[src/rtl/kth_extreme_tracker.sv]
// Streaming rank selector: keeps a sorted list of the K_MAX most extreme operands
// of a burst and reports entry[rank-1] (or an error flag) once the burst completes.
module kth_extreme_tracker #(
    parameter int DATA_W = 8,
    parameter int K_MAX  = 4,
    parameter int CNT_W  = 4,
    localparam int RANK_W = $clog2(K_MAX + 1)
) (
    input  logic              clk,
    input  logic              rst,
    input  logic              start,
    input  logic [CNT_W-1:0]  count,
    input  logic [RANK_W-1:0] rank,
    input  logic              mode,
    input  logic              is_signed,
    input  logic              valid,
    input  logic [DATA_W-1:0] data_in,
    output logic              busy,
    output logic [DATA_W-1:0] result,
    output logic              result_valid,
    output logic              error
);

    localparam int CMP_W = ((CNT_W > RANK_W) ? CNT_W : RANK_W) + 1;

    typedef enum logic [1:0] {
        IDLE    = 2'd0,
        COLLECT = 2'd1,
        DONE    = 2'd2
    } state_e;

    typedef logic [K_MAX-1:0][DATA_W-1:0] list_t;

    // Signed compare is an unsigned compare with the sign bits flipped.
    function automatic logic more_extreme(input logic [DATA_W-1:0] a,
                                          input logic [DATA_W-1:0] b,
                                          input logic              min_mode,
                                          input logic              signed_cmp);
        logic [DATA_W-1:0] ax;
        logic [DATA_W-1:0] bx;
        ax = a ^ {signed_cmp, {(DATA_W-1){1'b0}}};
        bx = b ^ {signed_cmp, {(DATA_W-1){1'b0}}};
        if (min_mode) begin
            return ax < bx;
        end else begin
            return ax > bx;
        end
    endfunction

    state_e             state_q, state_d;
    logic [CNT_W-1:0]   count_q, count_d;
    logic [RANK_W-1:0]  rank_q, rank_d;
    logic               mode_q, mode_d;
    logic               sgn_q, sgn_d;
    logic [CNT_W-1:0]   cnt_q, cnt_d;
    list_t              ent_q, ent_d;
    logic [K_MAX-1:0]   occ_q, occ_d;
    logic [DATA_W-1:0]  result_q, result_d;
    logic               rv_q, rv_d;
    logic               error_q, error_d;
    logic               busy_q, busy_d;

    logic [CNT_W:0]     cnt_inc_s;
    logic               last_s;
    logic [K_MAX-1:0]   ins_s;
    logic [K_MAX-1:0]   ins_prev_s;
    list_t              ent_sh_s;
    logic [K_MAX-1:0]   occ_sh_s;
    list_t              ent_ins_s;
    logic [K_MAX-1:0]   occ_ins_s;
    logic [DATA_W-1:0]  sel_s;
    logic               legal_s;
    logic [CMP_W-1:0]   rank_ext_s;
    logic [CMP_W-1:0]   count_ext_s;

    assign cnt_inc_s = {1'b0, cnt_q} + {{CNT_W{1'b0}}, 1'b1};
    assign last_s    = (cnt_inc_s == {1'b0, count_q});

    // Single-cycle insert: the slot list is a monotone mask, so the first set
    // bit takes data_in and every later set bit takes its upper neighbour.
    always_comb begin
        ent_sh_s   = {ent_q[K_MAX-2:0], {DATA_W{1'b0}}};
        occ_sh_s   = {occ_q[K_MAX-2:0], 1'b0};
        ins_s      = '0;
        ent_ins_s  = ent_q;
        occ_ins_s  = occ_q;
        for (int i = 0; i < K_MAX; i++) begin
            ins_s[i] = !occ_q[i] || more_extreme(data_in, ent_q[i], mode_q, sgn_q);
        end
        ins_prev_s = {ins_s[K_MAX-2:0], 1'b0};
        for (int i = 0; i < K_MAX; i++) begin
            if (!ins_s[i]) begin
                ent_ins_s[i] = ent_q[i];
                occ_ins_s[i] = occ_q[i];
            end else if (ins_prev_s[i]) begin
                ent_ins_s[i] = ent_sh_s[i];
                occ_ins_s[i] = occ_sh_s[i];
            end else begin
                ent_ins_s[i] = data_in;
                occ_ins_s[i] = 1'b1;
            end
        end
    end

    // Rank legality and entry selection from the latched burst settings.
    always_comb begin
        rank_ext_s  = CMP_W'(rank_q);
        count_ext_s = CMP_W'(count_q);
        legal_s     = (rank_q != {RANK_W{1'b0}}) && (rank_ext_s <= CMP_W'(K_MAX))
                      && (rank_ext_s <= count_ext_s);
        sel_s       = {DATA_W{1'b0}};
        for (int i = 0; i < K_MAX; i++) begin
            if (rank_q == RANK_W'(i + 1)) begin
                sel_s = ent_q[i];
            end else begin
                sel_s = sel_s;
            end
        end
    end

    // Next-state logic.
    always_comb begin
        state_d = state_q;
        case (state_q)
            IDLE: begin
                if (start) begin
                    if (count == {CNT_W{1'b0}}) begin
                        state_d = DONE;
                    end else begin
                        state_d = COLLECT;
                    end
                end else begin
                    state_d = IDLE;
                end
            end
            COLLECT: begin
                if (valid && last_s) begin
                    state_d = DONE;
                end else begin
                    state_d = COLLECT;
                end
            end
            DONE:    state_d = IDLE;
            default: state_d = IDLE;
        endcase
    end

    // Burst settings, keep-list and sample counter.
    always_comb begin
        count_d = count_q;
        rank_d  = rank_q;
        mode_d  = mode_q;
        sgn_d   = sgn_q;
        cnt_d   = cnt_q;
        ent_d   = ent_q;
        occ_d   = occ_q;
        case (state_q)
            IDLE: begin
                if (start) begin
                    count_d = count;
                    rank_d  = rank;
                    mode_d  = mode;
                    sgn_d   = is_signed;
                    cnt_d   = {CNT_W{1'b0}};
                    ent_d   = '0;
                    occ_d   = {K_MAX{1'b0}};
                end else begin
                    cnt_d = cnt_q;
                end
            end
            COLLECT: begin
                if (valid) begin
                    ent_d = ent_ins_s;
                    occ_d = occ_ins_s;
                    cnt_d = cnt_inc_s[CNT_W-1:0];
                end else begin
                    cnt_d = cnt_q;
                end
            end
            DONE:    cnt_d = cnt_q;
            default: cnt_d = cnt_q;
        endcase
    end

    // Output logic; result and error hold between completions.
    always_comb begin
        result_d = result_q;
        error_d  = error_q;
        rv_d     = 1'b0;
        busy_d   = (state_d != IDLE);
        case (state_q)
            DONE: begin
                rv_d = 1'b1;
                if (legal_s) begin
                    result_d = sel_s;
                    error_d  = 1'b0;
                end else begin
                    result_d = {DATA_W{1'b0}};
                    error_d  = 1'b1;
                end
            end
            default: rv_d = 1'b0;
        endcase
    end

    // State register.
    always_ff @(posedge clk or posedge rst) begin
        if (rst) begin
            state_q <= IDLE;
        end else begin
            state_q <= state_d;
        end
    end

    // Datapath and output registers.
    always_ff @(posedge clk or posedge rst) begin
        if (rst) begin
            count_q  <= {CNT_W{1'b0}};
            rank_q   <= {RANK_W{1'b0}};
            mode_q   <= 1'b0;
            sgn_q    <= 1'b0;
            cnt_q    <= {CNT_W{1'b0}};
            ent_q    <= '0;
            occ_q    <= {K_MAX{1'b0}};
            result_q <= {DATA_W{1'b0}};
            rv_q     <= 1'b0;
            error_q  <= 1'b0;
            busy_q   <= 1'b0;
        end else begin
            count_q  <= count_d;
            rank_q   <= rank_d;
            mode_q   <= mode_d;
            sgn_q    <= sgn_d;
            cnt_q    <= cnt_d;
            ent_q    <= ent_d;
            occ_q    <= occ_d;
            result_q <= result_d;
            rv_q     <= rv_d;
            error_q  <= error_d;
            busy_q   <= busy_d;
        end
    end

    assign busy         = busy_q;
    assign result       = result_q;
    assign result_valid = rv_q;
    assign error        = error_q;

endmodule
[config.mk]
export PLATFORM = sky130hd
export DESIGN_NAME = kth_extreme_tracker
export DESIGN_NICKNAME = d
export VERILOG_FILES = /design/src/rtl/kth_extreme_tracker.sv
export SDC_FILE = /design/constraint.sdc
export NUM_CORES = 1
export LEC_CHECK = 0
export CORE_ASPECT_RATIO = 0.7
export CORE_MARGIN = 5
export CORE_UTILIZATION = 55
export CTS_BUF_LIST = sky130_fd_sc_hd__clkbuf_4 sky130_fd_sc_hd__clkbuf_8
export CTS_CLUSTER_DIAMETER = 50
export DETAILED_ROUTE_END_ITERATION = 8
export MAX_ROUTING_LAYER = met4
export PLACE_DENSITY = 0.76
export REMOVE_ABC_BUFFERS = 1
export SETUP_SLACK_MARGIN = 0.1
export SLEW_MARGIN = 20
export SYNTH_ARGS = -nofsm -noshare
export SYNTH_HDL_FRONTEND = slang
export SYNTH_SLANG_ARGS = --single-unit
[constraint.sdc]
create_clock -name clk -period 2.75 [get_ports clk]
set_input_delay 0.55 -clock clk [delete_from_list [all_inputs] [get_ports clk]]
set_output_delay 0.55 -clock clk [all_outputs]
set_load 0.02 [all_outputs]
==> run metrics, run 1 <==
# IOs=32; RR Endpoint=ent_q[28]; crit path from=data_in[2]; Max IR drop VDD=0.0005327 V; CP required=2.96 ns; Fillers=534; vias in the first global route=3410; CTS clock-pin slew for the worst setup and hold paths=0.07 ns; Post-CTS Hold Buffers=0; via count=3518; First-pass DRT Iterations=5; Post-synth EDFFs=0; largest net degree at the start of global routing=63; Worst-Skew Late Latency=0.34 ns; Final Cell Area=0.004898 mm^2; number of port buffers=31; CTS Buf Count=9; register area share after synthesis=39.06%; post-DR wirelength/cell=18.88 um; Residual DRC=0; max-cap viol count=0; Synth Flop Type=dfrtp_1; fin crit period=2.581 ns; Worst Setup End Kind=flop; post-layout util=71.18%; Hold Path Depth=1; worst setup path category=primary input to flop; Critical Path Start Type=primary input; Slew headroom=51.35%; worst reg-to-reg path cell count=9; RR Startpoint=sgn_q; Clock Path Buffers=2; grt ovf=0; CP Capture Point=ent_q[12]; Area after DPL=0.004589 mm^2; All-Layer GR Usage=25.65%; RSZ-0062 raised after global routing=no; die width=111.6 um; Mapped Cells=422; status=completed; die height=81.11 um; global-route wire length before repair=17.60 mm; routed wire length=10.90 mm; Worst R2R Setup Slack=0.26 ns; Routability Congestion=0.9212; actual slew at the worst max-slew pin=0.7297 ns; Die Area=0.009050 mm^2; Final period util=93.86%; leak pwr=2.234 nW; area of the multi-input gates=0.002290 mm^2; area of the core=0.006882 mm^2; Synth Warn #=0; CTS sink cnt=62; PwrDens=1178 mW/mm^2; most common cell after layout, fill and taps aside=dfrtp_1; CTS tree=yes; Setup-failing EPs final=0; ant diodes=0; antenna viol nets, final=0; final-report hold violation count=0; initial drt markers=283; row count=25; Mapped Area=0.003973 mm^2; synthesized area per cell=9.414 um^2; clock skew=0.007899 ns; layout cells sized above 1=16.36%; layout net count=535; clk root buf=clkbuf_8; register area=0.001551 mm^2; # H-tree levels=3; Slew Limit Fails=0; HPWL after DPL=8.099 mm; Worst EP arrival=2.79 ns; fmax=0.3874 GHz; synth unique cells=55; post-synthesis async set-or-reset flop share=100.0%; initial antenna violation count=0; most frequent cells in the layout=dfrtp_1 (62), nand2_1 (46), inv_1 (42); Worst Hold Class=flop to flop; area grow syn2layout=23.31%; flops & latches, synth=62; drt via density=6.097; crit-path max FO=8; Initial Util=57.73%
state kept, by name (all words and copies together), names as in the netlist:
name          count
mode_q            1
count_q           4
sgn_q             1
result            8
result_valid      1
error             1
ent_q            32
busy              1
state_q           2
occ_q             4
rank_q            3
cnt_q             4
per-layer routing:
| layer | share of wire [%] | up-vias | wire length, um | track usage, % |
|---|---|---|---|---|
| met5 | 0 | - | 0 | - |
| met4 | 1.1 | 0 | 123 | 7.290 |
| met3 | 8.8 | 14 | 954 | 6.404 |
| met2 | 44 | 165 | 4818 | 37.97 |
| met1 | 46 | 1704 | 4998 | 35.29 |
| li1 | - | 1635 | - | - |
synth_stat cells (3+ instances only):
cell type / number / area, um^2
dfrtp_1: 62 / 1551
nand2_1: 47 / 176.4
inv_1: 43 / 161.4
ha_1: 36 / 450.4
mux2i_1: 24 / 240.2
nor2_1: 19 / 71.32
a21oi_1: 18 / 90.09
a22o_1: 17 / 148.9
o21ai_0: 14 / 70.07
o21ai_1: 11 / 55.05
o22ai_1: 10 / 62.56
o2bb2ai_1: 9 / 78.83
clkbuf_1: 8 / 30.03
o221ai_1: 8 / 70.07
a22oi_1: 7 / 52.55
nand4_1: 7 / 43.79
xnor2_1: 7 / 61.31
nor2b_1: 6 / 37.54
buf_2: 5 / 25.02
o211ai_1: 5 / 37.54
a21o_1: 4 / 30.03
xor2_1: 4 / 35.03
and2_1: 3 / 18.77
nand2b_1: 3 / 18.77
nand3_1: 3 / 15.01
nor3_1: 3 / 15.01
layout make-up:
class,instances,area share (%)
Multi-Input combinational cell,297,46.74
Sequential cell,62,31.67
Clock inverter,4,0.4598
Inverter,45,3.448
Timing Repair Buffer,63,12.16
Clock buffer,12,3.116
Tap cell,94,2.401
cells by family after synthesis:
group	share of synthesized area, %
flops	39.06
simple gates	12.66
xor+xnor	2.425
compound gates	21.70
fa+ha+maj	11.34
buf+inv	6.488
mux	6.331
how the worst min path moves through the flow:
stage                     end  slack (ns)  startpoint
finish              result[4]        0.50   result[4]
global route        result[1]        0.52   result[1]
CTS                 result[0]        0.51   result[0]
detailed placement  result[7]        0.49   result[7]
global placement    result[2]        0.49   result[2]
floorplan           ent_q[25]        0.48   ent_q[25]
power by group:
| part | internal (mW) | leakage [nW] | total (mW) | switching (mW) |
|---|---|---|---|---|
| clock network | 0.368 | 0.0930 | 0.741 | 0.374 |
| logic | 1.59 | 1.34 | 3.39 | 1.80 |
| registers | 1.25 | 0.803 | 1.64 | 0.392 |
per-stage QoR:
stage	power [mW]	hold WS (ns)	worst slack, ns	cells	TNS [ns]
6_report	5.768	0.5018	0.1689	577	0
4_1_cts	5.609	0.5106	0.08432	576	0
2_1_floorplan	3.543	0.4773	-0.6077	404	-9.287
3_5_place_dp	4.687	0.4899	-0.4239	560	-12.06
3_3_place_gp	4.546	0.4865	-0.3089	560	-9.517
5_1_grt	6.140	0.5156	0.1066	577	0
critical path, stage by stage:
cell,delay [ns]
clkdlybuf4s50_1,0.55
buf_4,0.21
ha_1,0.29
nand4_1,0.13
nor3_1,0.25
nor2_1,0.08
o21ai_2,0.13
nand2_4,0.11
buf_12,0.15
a22oi_1,0.18
o221ai_1,0.16
what timing repair did:
| item | 4_1_cts | 5_1_grt |
|---|---|---|
| endpoints found under the setup margin | 35 | 35 |
| pin swaps | 3 | 5 |
| gates cloned | 0 | 0 |
| buffers inserted | 0 | 1 |
| resized for setup | 22 | 9 |
Power figures use the tool's default switching activity.
==> run 2: changes to the inputs <==
- DONT_BUFFER_PORTS: default -> 1
- PLACE_DENSITY: 0.76 -> 0.7
==> run 2 against run 1 <==
Final cell count is 9.4% lower. Global-route usage is 1.3 points lower. Die area stayed put. Total power is 10% lower. Critical path depth is 3 lower. Final area is 12% lower. Via count is 8.8% lower. Core utilization is 8.7 points lower. Sequential share of layout area is 4.4 points higher. Non-clock buffer count is 54 lower. Largest power group unchanged.
==> run metrics, run 2 (synthesized netlist as in run 1, its figures left out) <==
status=completed (unchanged); # H-tree levels=3 (unchanged); Largest Register=ent_q (unchanged); crit path from=sgn_q (was data_in[2]); ant diodes=0 (unchanged); layout net count=481 (was 535); area of the core=0.006882 mm^2 (unchanged); Initial Util=57.73% (unchanged); grt ovf=0 (unchanged); postcts setup bufs=0 (unchanged); vias in the first global route=3204 (was 3410); actual slew at the worst max-slew pin=0.5507 ns (was 0.7297 ns); Worst Setup End Kind=flop (unchanged); final-report hold violation count=0 (unchanged); Fillers=596 (was 534); Slowest-stage cell, CP=o41ai_2 (was clkdlybuf4s50_1); die height=81.11 um (unchanged); PwrDens=1206 mW/mm^2 (was 1178 mW/mm^2); largest net degree at the start of global routing=25 (was 63); most frequent cells in the layout=dfrtp_1 (62), nand2_1 (46), inv_1 (42) (unchanged); register area=0.001551 mm^2 (unchanged); Critical Path Start Type=flop (was primary input); Slew headroom=62.89% (was 51.35%); Final period util=91.94% (was 93.86%); max incr delay on CP=0.54 ns (was 0.55 ns); Worst EP arrival=2.75 ns (was 2.79 ns); number of port buffers=0 (was 31); CP Capture Point=ent_q[27] (was ent_q[12]); Routability Congestion=0.9088 (was 0.9212); CTS tree=yes (unchanged); Post-CTS Hold Buffers=0 (unchanged); antenna viol nets, final=0 (unchanged); clk root buf=clkbuf_8 (unchanged); All-Layer GR Usage=24.32% (was 25.65%); initial antenna violation count=0 (unchanged); DP Cell Count=507 (was 560); Worst R2R Setup Slack=0.22 ns (was 0.26 ns); CTS Buf Count=9 (unchanged); clock skew=0.007517 ns (was 0.007899 ns); max-cap viol count=0 (unchanged); RR Endpoint=ent_q[27] (was ent_q[28]); row count=25 (unchanged); area of the multi-input gates=0.002196 mm^2 (was 0.002290 mm^2); RSZ-0062 raised after global routing=yes (was no); HPWL after DPL=7.652 mm (was 8.099 mm); Critical Path, Cell by Cell=xor2_1 -> ha_1 -> nand4_1 -> a21oi_1 -> o41ai_2 -> buf_4 -> mux2i_1 -> o2bb2ai_1 (was clkdlybuf4s50_1 -> buf_4 -> ha_1 -> nand4_1 -> nor3_1 -> nor2_1 -> o21ai_2 -> nand2_4 -> buf_12 -> a22oi_1 -> o221ai_1); final setup margin=0.2217 ns (was 0.1689 ns); max reg flops=32 (unchanged); crit-path max FO=7 (was 8); via count=3207 (was 3518); dpl ws=0.09127 ns (was -0.4239 ns); Max IR drop VDD=0.0007646 V (was 0.0005327 V); Worst-Skew Late Latency=0.35 ns (was 0.34 ns); worst reg-to-reg path cell count=8 (was 9); layout cells sized above 1=9.790% (was 16.36%); Slew Limit Fails=0 (unchanged); RR Startpoint=sgn_q (unchanged); area grow syn2layout=8.252% (was 23.31%); fmax=0.3955 GHz (was 0.3874 GHz); Worst Hold Class=primary input to asynchronous set/reset pin (was flop to flop); die width=111.6 um (unchanged); initial drt markers=217 (was 283); drt via density=6.132 (was 6.097); CTS clock-pin slew for the worst setup and hold paths=0.07 ns (about the same); global-route wire length before repair=16.59 mm (was 17.60 mm); routed wire length=9.979 mm (was 10.90 mm); Residual DRC=0 (unchanged); worst setup path category=flop to flop (was primary input to flop); post-DR wirelength/cell=19.08 um (was 18.88 um); Area after DPL=0.004076 mm^2 (was 0.004589 mm^2); leak pwr=1.951 nW (was 2.234 nW); Final Cell Area=0.004300 mm^2 (was 0.004898 mm^2); CP required=2.98 ns (was 2.96 ns); Die Area=0.009050 mm^2 (unchanged); Setup TNS Final=0 ns (unchanged); CTS sink cnt=62 (unchanged); post-route insts no fill=523 (was 577); fin crit period=2.528 ns (was 2.581 ns); post_cts resized=0 (was 22); First-pass DRT Iterations=5 (unchanged); Setup-failing EPs final=0 (unchanged); # IOs=32 (unchanged); Clock Path Buffers=2 (unchanged); most common cell after layout, fill and taps aside=dfrtp_1 (unchanged)
## run 2: cell count changes in the layout (fill, tap and decap cells not counted), moves of 3 or more
cell             change
mux2i_1              +3
mux2i_2              -3
dlygate4sd2_1        -3
buf_4               -19
buf_12               -3
dlymetal6s2s_1       -3
clkdlybuf4s50_1     -25
## run 2: final cells by class
class	instances	area share, %
Clock inverter	6	1.426
Tap cell	94	2.735
Inverter	45	3.928
Timing Repair Buffer	9	1.571
Sequential cell	62	36.08
Clock buffer	10	3.200
Multi-Input combinational cell	297	51.06
## run 2: critical path: cells and delay by family (launching register included)
kind	cells	cell delay, ns
AO/OA/AOI/OAI	3	0.69
flip-flops	1	0.44
adder cells (fa/ha/maj)	1	0.31
XOR/XNOR	1	0.30
buffers and inverters	1	0.28
multiplexers	1	0.25
AND/OR/NAND/NOR	1	0.12
## run 2: worst min-delay path by stage
stage,to,cells past startpoint,startpoint
global placement,rank_q[2],1,rst
floorplan,ent_q[25],1,ent_q[25]
global route,state_q[1],1,rst
detailed placement,rank_q[2],1,rst
CTS,rank_q[2],1,rst
finish,state_q[0],1,rst
## run 2: where the power goes
group          internal [mW]  leakage, nW  switching, mW
clock                  0.440        0.102          0.377
combinational           1.14         1.05           1.54
sequential              1.25        0.803          0.448
total                   2.82         1.95           2.36
## run 2: per-stage QoR
step                util [%]  total power [mW]  hold WS [ns]
finish                 62.49             5.185        0.1012
detailed placement     59.24             4.272        0.4843
CTS                    62.13             5.113        0.1028
floorplan                  -             3.543        0.4773
global route           62.49             5.583        0.1375
global placement       59.24             4.173        0.4766
## run 2: metal layers
layer / global-route usage, % / up-vias / part of all wire, % / wire (um)
met3: 5.882 / 7 / 7.0 / 694
met2: 36.28 / 121 / 42 / 4182
met5: - / - / 0 / 0
li1: - / 1530 / - / -
met1: 33.89 / 1549 / 50 / 5007
met4: 5.346 / 0 / 0.95 / 95
==> RTL edit 1, RTL diff (flow settings as in run 1) <==
The output `busy` loses its register stage (`busy_q` becomes a continuous assignment).
--- a/src/rtl/kth_extreme_tracker.sv
+++ b/src/rtl/kth_extreme_tracker.sv
@@ -225,7 +225,6 @@
             result_q <= {DATA_W{1'b0}};
             rv_q     <= 1'b0;
             error_q  <= 1'b0;
-            busy_q   <= 1'b0;
         end else begin
             count_q  <= count_d;
             rank_q   <= rank_d;
@@ -237,9 +236,10 @@
             result_q <= result_d;
             rv_q     <= rv_d;
             error_q  <= error_d;
-            busy_q   <= busy_d;
-        end
-    end
+        end
+    end
+
+    assign busy_q = busy_d;
 
     assign busy         = busy_q;
     assign result       = result_q;
Behaviour: not the same (a bounded check fails within 4 cycles, from zero or initial values and one cycle with rst high).
==> RTL edit 1 against run 1 <==
Sequential cell count decreased by 1. Routed wire length is 3.0% lower. Cell area down 0.13%. Clock power is 25% higher. Power grew 0.65%. Maximum frequency grew 1.1%. Synthesized area is 0.63% lower. Setup slack improved by 0.029 ns. Cell count is 0.35% lower. Critical endpoint is now ent_q[16]. Largest power group unchanged.
==> RTL edit 1: results (changes against run 1) <==
placedCellCount: 559  # was 560
synth-seq-area-share_pct: 38.67  # was 39.06%
cp_top_family: "simple AND/OR/NAND/NOR gates"  # was buffers and inverters
synthMuxAreaShare_pct: 6.371  # was 6.331%
async_reset_ff_share_pct: 100.0  # unchanged
synth_xor_area_share_pct: 2.441  # was 2.425%
first_pass_iters: 6  # was 5
slew_headroom_pct: 51.28  # was 51.35%
place_area_um2: 4552  # was 4589 um^2
wl_met3_um: 884  # was 954 um
cts_max_path_buffers: 2  # unchanged
met2_length_um: 4662  # was 4818 um
place_ws_ns: -0.3720  # was -0.4239 ns
p_switching_mw: 2.511  # was 2.570 mW
ir_drop_uv: 626.2  # was 532.7 uV
yosysWarnings: 0  # unchanged
seq_cell_power_mw: 1.62
viasPerCell: 6.038  # was 6.097
grt_pass1_wl_um: 17620  # was 17,600 um
avgSynthCellArea_um2: 9.377  # was 9.414 um^2
wl_per_cell_um: 18.38  # was 18.88 um
synth_commonest_cells: "61 x dfrtp_1, 47 x nand2_1, 43 x inv_1, 36 x ha_1, 24 x mux2i_1"  # was 62 x dfrtp_1, 47 x nand2_1, 43 x inv_1, 36 x ha_1, 24 x mux2i_1
arrival_ns: 2.76  # was 2.79 ns
min_path_cells: 1  # unchanged
finClkSkew_ns: 0.009068  # was 0.007899 ns
grt_max_degree: 62  # was 63
finalInstanceArea_um2: 4892  # was 4898 um^2
use_met1_pct: 35.09  # was 35.29%
status: "complete, no violations"  # unchanged
p_comb_mw: 3.26  # was 3.39 mW
grtUsageTotal_pct: 25.50  # was 25.65%
leakagePower_nw: 2.246  # was 2.234 nW
drive_gt1_share_pct: 15.18  # was 16.36%
vias: 3472  # was 3,518
synth_compound_area_share_pct: 21.84  # was 21.70%
critPathMaxFanout: 7  # was 8
fin_nets: 533  # was 535
wl_met1_um: 4925  # was 4998 um
use_met3_pct: 5.733  # was 6.404%
reg2reg_depth: 10  # was 9
power_frac_seq_pct: 27.9  # was 28.4%
synth_area_leaders: "dfrtp_1 39%, ha_1 11%, mux2i_1 6.1%, nand2_1 4.5%, inv_1 4.1%"  # was dfrtp_1 39%, ha_1 11%, mux2i_1 6.0%, nand2_1 4.4%, inv_1 4.1%
cp_slowest_stage_delay_ns: 0.52  # was 0.55 ns
drt_iter0_markers: 301  # was 283
hpwl_um: 8013  # was 8099 um
gp_congestion: 0.8909  # was 0.9212
synth_fa_ha_area_share_pct: 11.41  # was 11.34%
RTL edit 1: repair_timing:
action                     CTS  global route
setup endpoints to repair   34            35
resized for setup            7            19
hold buffers                 0             0
pin swaps                    1             4
RTL edit 1: cells by family (layout without fill, tap and decap cells):
logic type,Yosys count,in the layout
DFF,61,61
adders and majority gates,36,36
xor gates and xnor gates,11,11
and+or+nand+nor,104,104
muxes,25,25
buffers and inverters,63,123
AOI/OAI and AO/OA,121,121
RTL edit 1: final cells by class:
type	count	area, um^2
timing repair buffer	62	583.1
inverter	45	168.9
clock inverter	4	70.07
clock buffer	12	158.9
sequential	61	1526
multi-input combinational	297	2267
tap	94	117.6
fill	510	1989
RTL edit 1: worst paths after layout:
kind	end	start	slack, ns
worst max-delay path	ent_q[16]	data_in[5]	0.20
worst max register to register	ent_q[16]	sgn_q	0.28
worst min-delay path	result[6]	result[6]	0.50
max in group asynchronous	ent_q[13]	rst	1.88
worst min register to register	result[6]	result[6]	0.50
min in group asynchronous	rank_q[2]	rst	0.59
==> RTL edit 2, RTL diff (flow settings as in run 1) <==
Without the edit above. The parameter `K_MAX` goes from 4 to 8.
--- a/src/rtl/kth_extreme_tracker.sv
+++ b/src/rtl/kth_extreme_tracker.sv
@@ -2,7 +2,7 @@
 // of a burst and reports entry[rank-1] (or an error flag) once the burst completes.
 module kth_extreme_tracker #(
     parameter int DATA_W = 8,
-    parameter int K_MAX  = 4,
+    parameter int K_MAX  = 8,
     parameter int CNT_W  = 4,
     localparam int RANK_W = $clog2(K_MAX + 1)
 ) (
Ports: changed (resized rank); port bits go from 32 to 33. The function was not compared with the original's and may differ.
==> RTL edit 2 against run 1 <==
Non-clock buffer count grew 46. Power grew 67%. Setup slack lost 0.046 ns. Cell area grew 71%. Sequential cell count grew 37. Sequential share of layout area shrank 2.0 points. Synthesized area grew 71%. Largest cell class unchanged. Critical path type unchanged. Routed wire length grew 99%. Clock power grew 42%.
==> RTL edit 2: results (changes against run 1) <==
gp_congestion: 0.9442  # was 0.9212
reg2reg_setup_slack_ns: 0.15  # was 0.26 ns
clk-insertion-delay-late_ns: 0.37  # was 0.34 ns
whs_ns: 0.3878  # was 0.5018 ns
placedCellCount: 960  # was 560
vias: 6288  # was 3,518
netlist_instances: 733  # was 422
hold_path_class: "input port to async pin"  # was flop to flop
ir_drop_uv: 637.9  # was 532.7 uV
finClkSkew_ns: 0.005950  # was 0.007899 ns
largest_reg_flops: 64  # was 32
first_pass_iters: 6  # was 5
synth_area_leaders: "dfrtp_1 36%, ha_1 13%, mux2i_1 9.0%, o2bb2ai_1 4.8%, inv_1 4.0%"  # was dfrtp_1 39%, ha_1 11%, mux2i_1 6.0%, nand2_1 4.4%, inv_1 4.1%
place_area_um2: 7795  # was 4589 um^2
cts_setup_buffers: 3  # was 0
worstSetupEndpoint: "ent_q[61]"  # was ent_q[12]
finalNonFillerCells: 982  # was 577
cp-startpoint: "data_in[4]"  # was data_in[2]
cp_slowest_stage_delay_ns: 0.45  # was 0.55 ns
synth_cell_type_count: 62  # was 55
synth-seq-area-share_pct: 36.42  # was 39.06%
numPortBuffers: 32  # was 31
leakagePower_nw: 3.721  # was 2.234 nW
cts.repair.resized: 13  # was 22
grt_max_degree: 58  # was 63
cp_top_family: "compound AO/OA/AOI/OAI gates"  # was buffers and inverters
synth_commonest_cells: "99 x dfrtp_1, 72 x inv_1, 68 x ha_1, 68 x nand2_1, 61 x mux2i_1"  # was 62 x dfrtp_1, 47 x nand2_1, 43 x inv_1, 36 x ha_1, 24 x mux2i_1
arrival_ns: 2.93  # was 2.79 ns
place_ws_ns: -0.5436  # was -0.4239 ns
reg2reg_depth: 11  # was 9
hpwl_um: 15950  # was 8099 um
status: "complete, no violations"  # unchanged
RTL edit 2: logic make-up (layout without fill, tap and decap cells):
kind of cell               Yosys count  count (layout)  synth area share [%]
AOI/OAI and AO/OA                  224             225                 22.38
buffers and inverters              111             197                 6.474
DFF                                 99              99                 36.42
and+or+nand+nor                    150             150                 10.43
adders and majority gates           70              70                 12.80
muxes                               65              65                 9.693
xor gates and xnor gates            14              14                 1.802
RTL edit 2: cell type report:
cell class | count | area [um^2]
Multi-Input combinational cell | 524 | 4143
Fill cell | 942 | 3890
Sequential cell | 99 | 2479
Timing Repair Buffer | 109 | 1049
Inverter | 73 | 276.5
Tap cell | 162 | 202.7
Clock buffer | 9 | 123.9
Clock inverter | 6 | 88.84
RTL edit 2: metal layers:
layer	share of wire (%)	wire [um]	track usage, %
met5	0	0	-
met2	45	9717	46.61
met1	43	9313	40.55
met4	3.0	654	9.715
met3	9.3	2015	7.650
